<file path="src/rtl/irq_capture_4x2.sv">
`default_nettype none
//------------------------------------------------------------------------------
// Module      : irq_capture_4x2
// Description : Four-line interrupt capture. Each request line is synchronised,
//               captured into a pending register (rising-edge sticky or level
//               following, per line), and the highest-index enabled pending
//               request is presented as a 2-bit code with a valid/ready
//               handshake. Edges arriving on already-pending lines are flagged
//               in a sticky lost vector.
// Revision    : 1.0 - initial release
//------------------------------------------------------------------------------
module irq_capture_4x2 #(
   parameter int         SYNC_STAGES = 2,       // synchroniser depth, 2..4
   parameter logic [3:0] EDGE_MASK   = 4'b1111  // 1 = edge sticky, 0 = level
) (
   input  logic       clk,
   input  logic       rst_n,
   input  logic [3:0] i_req_in,
   input  logic [3:0] i_mask,
   output logic [1:0] o_code,
   output logic       o_valid,
   input  logic       i_ready,
   output logic [3:0] o_pending,
   output logic [3:0] o_lost,
   input  logic       i_clr_lost
);

   typedef enum logic {
      S_IDLE    = 1'b0,
      S_PRESENT = 1'b1
   } state_t;

   logic [3:0] r_sync [SYNC_STAGES];
   logic [3:0] r_sync_d;
   logic [3:0] r_pending;
   logic [3:0] r_lost;
   logic [1:0] r_code;
   logic       r_valid;
   state_t     r_state;

   logic [3:0] w_sync_q;
   logic [3:0] w_rise;
   logic       w_accept;
   logic [3:0] w_clr;
   logic [3:0] w_eligible;
   logic [1:0] w_top_idx;
   logic [3:0] w_pending_nxt;
   logic [3:0] w_lost_nxt;

   assign w_sync_q = r_sync[SYNC_STAGES-1];
   // r_sync_d resets to 0, so a line already high at reset release yields one rise.
   assign w_rise   = w_sync_q & ~r_sync_d & EDGE_MASK;
   assign w_accept = r_valid & i_ready;
   assign w_clr    = w_accept ? (4'b0001 << r_code) : 4'b0000;

   // Synchroniser chain plus one delayed copy of its output for edge detection.
   always_ff @(posedge clk) begin
      if (!rst_n) begin
         for (int i = 0; i < SYNC_STAGES; i++) begin
            r_sync[i] <= 4'b0000;
         end
         r_sync_d <= 4'b0000;
      end else begin
         r_sync[0] <= i_req_in;
         for (int i = 1; i < SYNC_STAGES; i++) begin
            r_sync[i] <= r_sync[i-1];
         end
         r_sync_d <= w_sync_q;
      end
   end

   // Next pending/lost: edge bits are set by a rise (set beats accept-clear);
   // level bits simply track the synchronised line.
   always_comb begin
      w_pending_nxt = (EDGE_MASK & (w_rise | (r_pending & ~w_clr)))
                    | (~EDGE_MASK & w_sync_q);
      w_lost_nxt    = (i_clr_lost ? 4'b0000 : r_lost)
                    | (w_rise & r_pending & ~w_clr);
   end

   // Pending and lost registers.
   always_ff @(posedge clk) begin
      if (!rst_n) begin
         r_pending <= 4'b0000;
         r_lost    <= 4'b0000;
      end else begin
         r_pending <= w_pending_nxt;
         r_lost    <= w_lost_nxt;
      end
   end

   // Highest-index enabled pending request (bit 3 has top priority).
   always_comb begin
      w_eligible = r_pending & i_mask;
      w_top_idx  = 2'd0;
      if (w_eligible[3]) begin
         w_top_idx = 2'd3;
      end else if (w_eligible[2]) begin
         w_top_idx = 2'd2;
      end else if (w_eligible[1]) begin
         w_top_idx = 2'd1;
      end
   end

   // Grant FSM: latch a code in IDLE, hold it until accepted; the return to
   // IDLE guarantees a one-cycle bubble between grants.
   always_ff @(posedge clk) begin
      if (!rst_n) begin
         r_state <= S_IDLE;
         r_code  <= 2'd0;
         r_valid <= 1'b0;
      end else begin
         case (r_state)
            S_IDLE: begin
               if (w_eligible != 4'b0000) begin
                  r_code  <= w_top_idx;
                  r_valid <= 1'b1;
                  r_state <= S_PRESENT;
               end
            end
            S_PRESENT: begin
               if (i_ready) begin
                  r_valid <= 1'b0;
                  r_state <= S_IDLE;
               end
            end
            default: begin
               r_valid <= 1'b0;
               r_state <= S_IDLE;
            end
         endcase
      end
   end

   assign o_code    = r_code;
   assign o_valid   = r_valid;
   assign o_pending = r_pending;
   assign o_lost    = r_lost;

endmodule
`default_nettype wire

</file>
<file path="config.mk">
export PLATFORM = sky130hd
export DESIGN_NAME = irq_capture_4x2
export DESIGN_NICKNAME = d
export VERILOG_FILES = /design/src/rtl/irq_capture_4x2.sv
export SDC_FILE = /design/constraint.sdc
export NUM_CORES = 1
export LEC_CHECK = 0
export BUFFER_PORTS_ARGS = -buffer_cell sky130_fd_sc_hd__buf_2
export CAP_MARGIN = 20
export CORE_ASPECT_RATIO = 0.75
export CORE_MARGIN = 2
export CORE_UTILIZATION = 40
export CTS_CLUSTER_SIZE = 24
export DETAILED_ROUTE_END_ITERATION = 7
export GPL_TIMING_DRIVEN = 0
export PLACE_DENSITY_LB_ADDON = 0.15
export SETUP_SLACK_MARGIN = 0.15
export SLEW_MARGIN = 20
export SYNTH_ARGS = -nofsm -noshare
export SYNTH_HDL_FRONTEND = slang
export SYNTH_SLANG_ARGS = --single-unit
export TNS_END_PERCENT = 1
</file>
<file path="constraint.sdc">
create_clock -name clk -period 1.6 [get_ports clk]
set_input_delay 0.08 -clock clk [delete_from_list [all_inputs] [get_ports clk]]
set_output_delay 0.08 -clock clk [all_outputs]
set_load 0.05 [all_outputs]
</file>
# == Word level (Yosys, flattened, before mapping) ==
# Memory sizes are Yosys's and may differ from the RTL's.
# Cells that the tools add are included.
# op_classes
n_eq_ne,2
n_shift,1
muxes,15
bitwise_logic,13
n_reduce_logical,3
# op_table
operator,n
$and A4 B4 Y4,5
$mux W4,4
$not A4 Y4,2
$or A4 B4 Y4,2
$mux W1,7
$mux W2,2
$ne A2 B2 Y1 const B,2
$pmux W1 S2,2
$reduce_and A2 Y1,2
$reduce_bool A4 Y1,1
$shl A1 B2 Y4 const A,1
$or A1 B1 Y1,2
$and A1 B1 Y1,1
$not A1 Y1,1
# word_totals
regBits,16
ramBits,8
in_bits,12
out_inout_bits,11
elab_cells,41
mem_count,1
# memory_table
name,words,word_bits,rd,rd_ports_with_merged_regs,write_ports,line,text
r_sync,2,4,2,0,2,33,logic [3:0] r_sync [SYNC_STAGES];

# == Longest topological paths before layout ==
# depth
ltp_word,5
ltp_mapped,4
depth_no_buf,4

# == Worst setup path after synthesis ==
# OpenSTA, ideal clock, no wires.
# synth_path
path_type,register to register
from,register r_valid (netlist: o_valid)
to,register r_lost[0] (netlist: o_lost[0])
setup_ns,0.115
arrival_ns,1.267
required_time_ns,1.485
path_slack_ns,0.218
path_stages_with_launch,5
n_path_buf,0
synth_period_minus_slack_ns,1.382
cell_sequence,dfxtp_1 -> nand2_1 -> o31ai_1 -> o22ai_1 -> and2_1
# synth_between
elab_chain_cells,5
# synth_rtl
item,line,text
"start, declared",38,logic r_valid;
"start signal, assigned",111,r_valid <= 1'b0;
"start signal, assigned",117,r_valid <= 1'b1;
"start signal, assigned",123,r_valid <= 1'b0;
$and A1 B1 Y1,53,assign w_accept = r_valid & i_ready;
$mux W4,54,assign w_clr = w_accept ? (4'b0001 << r_code) : 4'b0000;
$not A4 Y4,78,| (w_rise & r_pending & ~w_clr);
$and A4 B4 Y4,78,
$or A4 B4 Y4,78,
"end signal, assigned",88,r_lost <= w_lost_nxt;
"end, declared",36,logic [3:0] r_lost;
# No other way between the ends.
# A chain may end at the register's enable or synchronous reset.

# == Final worst setup path ==
# layout_path
from,register r_code[0] (netlist: o_code[0])
to,output port o_code[0]
# layout_rtl
item,line,text
"start, declared",37,logic [1:0] r_code;
"start signal, assigned",116,r_code <= w_top_idx;
"end, declared",20,"output logic [1:0] o_code,"
# No word-level cell between the ends.

==> key figures <==
Status
  – Outcome: finished, final reports clean

Timing
  – Final Skew: approximately 0.0022 ns
  – Final hold vios: 0
  – WHS: just over 0.06 ns
  – Final max-slew violation count: 0
  – Fin Setup TNS: 0 ns
  – Worst-Margin Slew: 0.346 ns
  – Rel. slew slack: 0.769
  – Final period util: 0.702
  – Fmax achieved: roughly 0.9 GHz
  – Post-route setup slack: about 0.48 ns
  – Final Setup Violations: 0
  – Tmin final: 1.12 ns
  – RSZ-0062 raised after global routing: false

Layout
  – Final non-filler cell total: 133
  – N_diodes: 0
  – Layout Nets: between 100 and 150
  – Area occupied by multi-input gates: ~310 um^2
  – Area delta synth->final: 24.8%
  – Register Area: slightly below 500 um^2
  – FILL cells: 192
  – Layout cells sized above 1: 0.248

Critical path
  – Cells along the critical path: buf_2
  – Worst-path fanout max: 5
  – Crit path required time: approximately 1.5 ns
  – Critical Path End Type: output pin
  – Critical path type: flop to output pin
  – Arrival time worst endpoint: around 1.0 ns
  – Max incr delay on CP: 0.44 ns
  – Buffers & Inverters on Critical Path: 1
  – Crit-path slowest cell: dfxtp_1
  – Startpoint Class: flop
  – Largest delay share family, worst path: flip-flops

Drt
  – DR pass1 iterations: 4
  – WL final: 1500 um
  – Routed vias/inst: ~4.8
  – DRC: 0
  – DR iter-0 viols: 6
  – Final ANT Viol Nets: 0
  – Routed len/inst: around 11 um
  – Via count: approximately 640

CTS
  – Total CTS buffers: 3
  – Root buf cell: clkbuf_4
  – Clock Path Buffers: 2
  – Post-CTS setup buffers: 0
  – CTS H-tree lvls: 1
  – Clk slew on worst S/H paths: roughly 0.12 ns
  – CTS tree: yes
  – CTS Sinks: 24
  – Clk Latency, worst-skew pair: 0.30 ns

Synth
  – Mapped cell area: between 800 and 900 um^2
  – Syn. warnings: 0
  – Distinct cells, synth: 19
  – Top-count cell post-synth: dfxtp_1
  – EDFF count, synth: 0
  – Area leader, netlist: dfxtp_1
  – Mapped Nets: 92
  – Post-synth top flop: dfxtp_1
  – Area contributors post-synth: dfxtp_1 59%, and2_1 13%, a21boi_0 3.7%
  – Register area share after synthesis: 0.588
  – Syn_area_per_cell: ~10 um^2
  – Share of flip-flops with an asynchronous set or reset: 0
  – Cells after Synth: 80
  – Yosys reg bits: 24
  – Synth top area share: 0.588
  – Top post-synthesis cells by count: 24 x dfxtp_1, 17 x and2_1, 5 x nand2_1

Place
  – Place WS: ~0.5 ns
  – Placed cell count: roughly 130
  – Placer Congestion: 0.710
  – IO buf count: 22
  – Hpwl dp: around 1100 um

Die
  – Die area: approximately 2400 um^2
  – Core area: just under 2000 um^2
  – Io pins: 23
  – Chip Width: between 50 and 60 um
  – Initial Util: 0.416
  – Row Count: 14
  – DIE HEIGHT: approximately 43 um

Global routing
  – Vias in the first global route: roughly 600
  – Total grt overflow: 0
  – Initial antenna violation count: 0
  – Total track usage: 0.149
  – Pin count of the biggest net entering global routing: 13
  – Global-route wire length before repair: about 2700 um

Pwr
  – Power per cell area: 1010 nW/um^2
  – Leakage: 0.452 nW
  – Max rail drop VDD: between 0.0007 and 0.0008 V
  – Tot Pwr: slightly above 0.001 W

Worst hold path
  – Hold Crit Class: input port to flop

Flow run
  – Max Cap Viol: 0
## worst paths after layout
path / from / endpoint / slack, ns / cells after the start
setup reg to reg: o_code[0] / o_lost[1] / 0.49 / 4
setup / recovery: o_code[0] / o_code[0] / 0.48 / 1
hold / removal: rst_n / o_pending[1] / 0.06 / 2
hold reg to reg: r_sync[0][3] / r_sync[0][7] / 0.44 / 1
## kinds of logic (layout without fill, tap and decap cells)
logic type | Yosys count | after routing | synth area share
AOI/OAI and AO/OA | 21 | 21 | 0.182
and+or+nand+nor | 28 | 28 | 0.198
buffers and inverters | 7 | 36 | 0.0322
DFF | 24 | 24 | 0.588
## cell usage in the layout (no fill, tap or decap), drive strengths merged, types with 2 or more instances in the layout
cell type / instances
dlygate4sd3: 4
o21ai: 4
a22oi: 2
buf: 22
nand2: 5
o31ai: 2
o22ai: 4
o211a: 2
dfxtp: 24
nand2b: 4
a21oi: 2
a21boi: 4
inv: 5
clkbuf: 5
and2: 17
## timing repair
action                    CTS  global route
resized for setup           0             0
hold buffers                4             0
hold endpoints to repair    4             0
## sequential cells by signal, summed over array words and instances (netlist names)
name / count
r_sync: 8
o_valid: 1
o_pending: 4
o_code: 2
r_state: 1
o_lost: 4
r_sync_d: 4
## cell type report
class                      count  share of cell area
buffer                         2             0.00736
tap                           24              0.0294
sequential                    24               0.471
multi-input combinational     49               0.304
timing repair buffer          26               0.147
clock buffer                   3              0.0221
inverter                       5              0.0184
## routing by layer
| metal | share of wire | vias up | routed length [um] | GRT usage |
|---|---|---|---|---|
| met4 | 0.013 | 0 | 20 | 0.0429 |
| met1 | 0.51 | 293 | 771 | 0.189 |
| met5 | 0 | - | 0 | 0 |
| met2 | 0.42 | 16 | 628 | 0.228 |
| met3 | 0.053 | 2 | 80 | 0.0701 |
| li1 | - | 332 | - | - |
## power breakdown
part | leakage, nW | internal, W | total (W) | switching (W)
Sequential | 0.197 | 0.000626 | 0.000647 | 0.0000209
Clock | 0.0138 | 0.0000878 | 0.000247 | 0.000159
Combinational | 0.241 | 0.0000518 | 0.000141 | 0.0000893
Total | 0.452 | 0.000766 | 0.00103 | 0.000269
## through the flow
stage | instance area (um^2) | utilization
3_3_place_gp | 957 | 0.488
6_report | 1020 | 0.520
5_1_grt | 1020 | 0.520
2_1_floorplan | 817 | -
3_5_place_dp | 957 | 0.488
4_1_cts | 1020 | 0.520
Power figures use the tool's default switching activity.
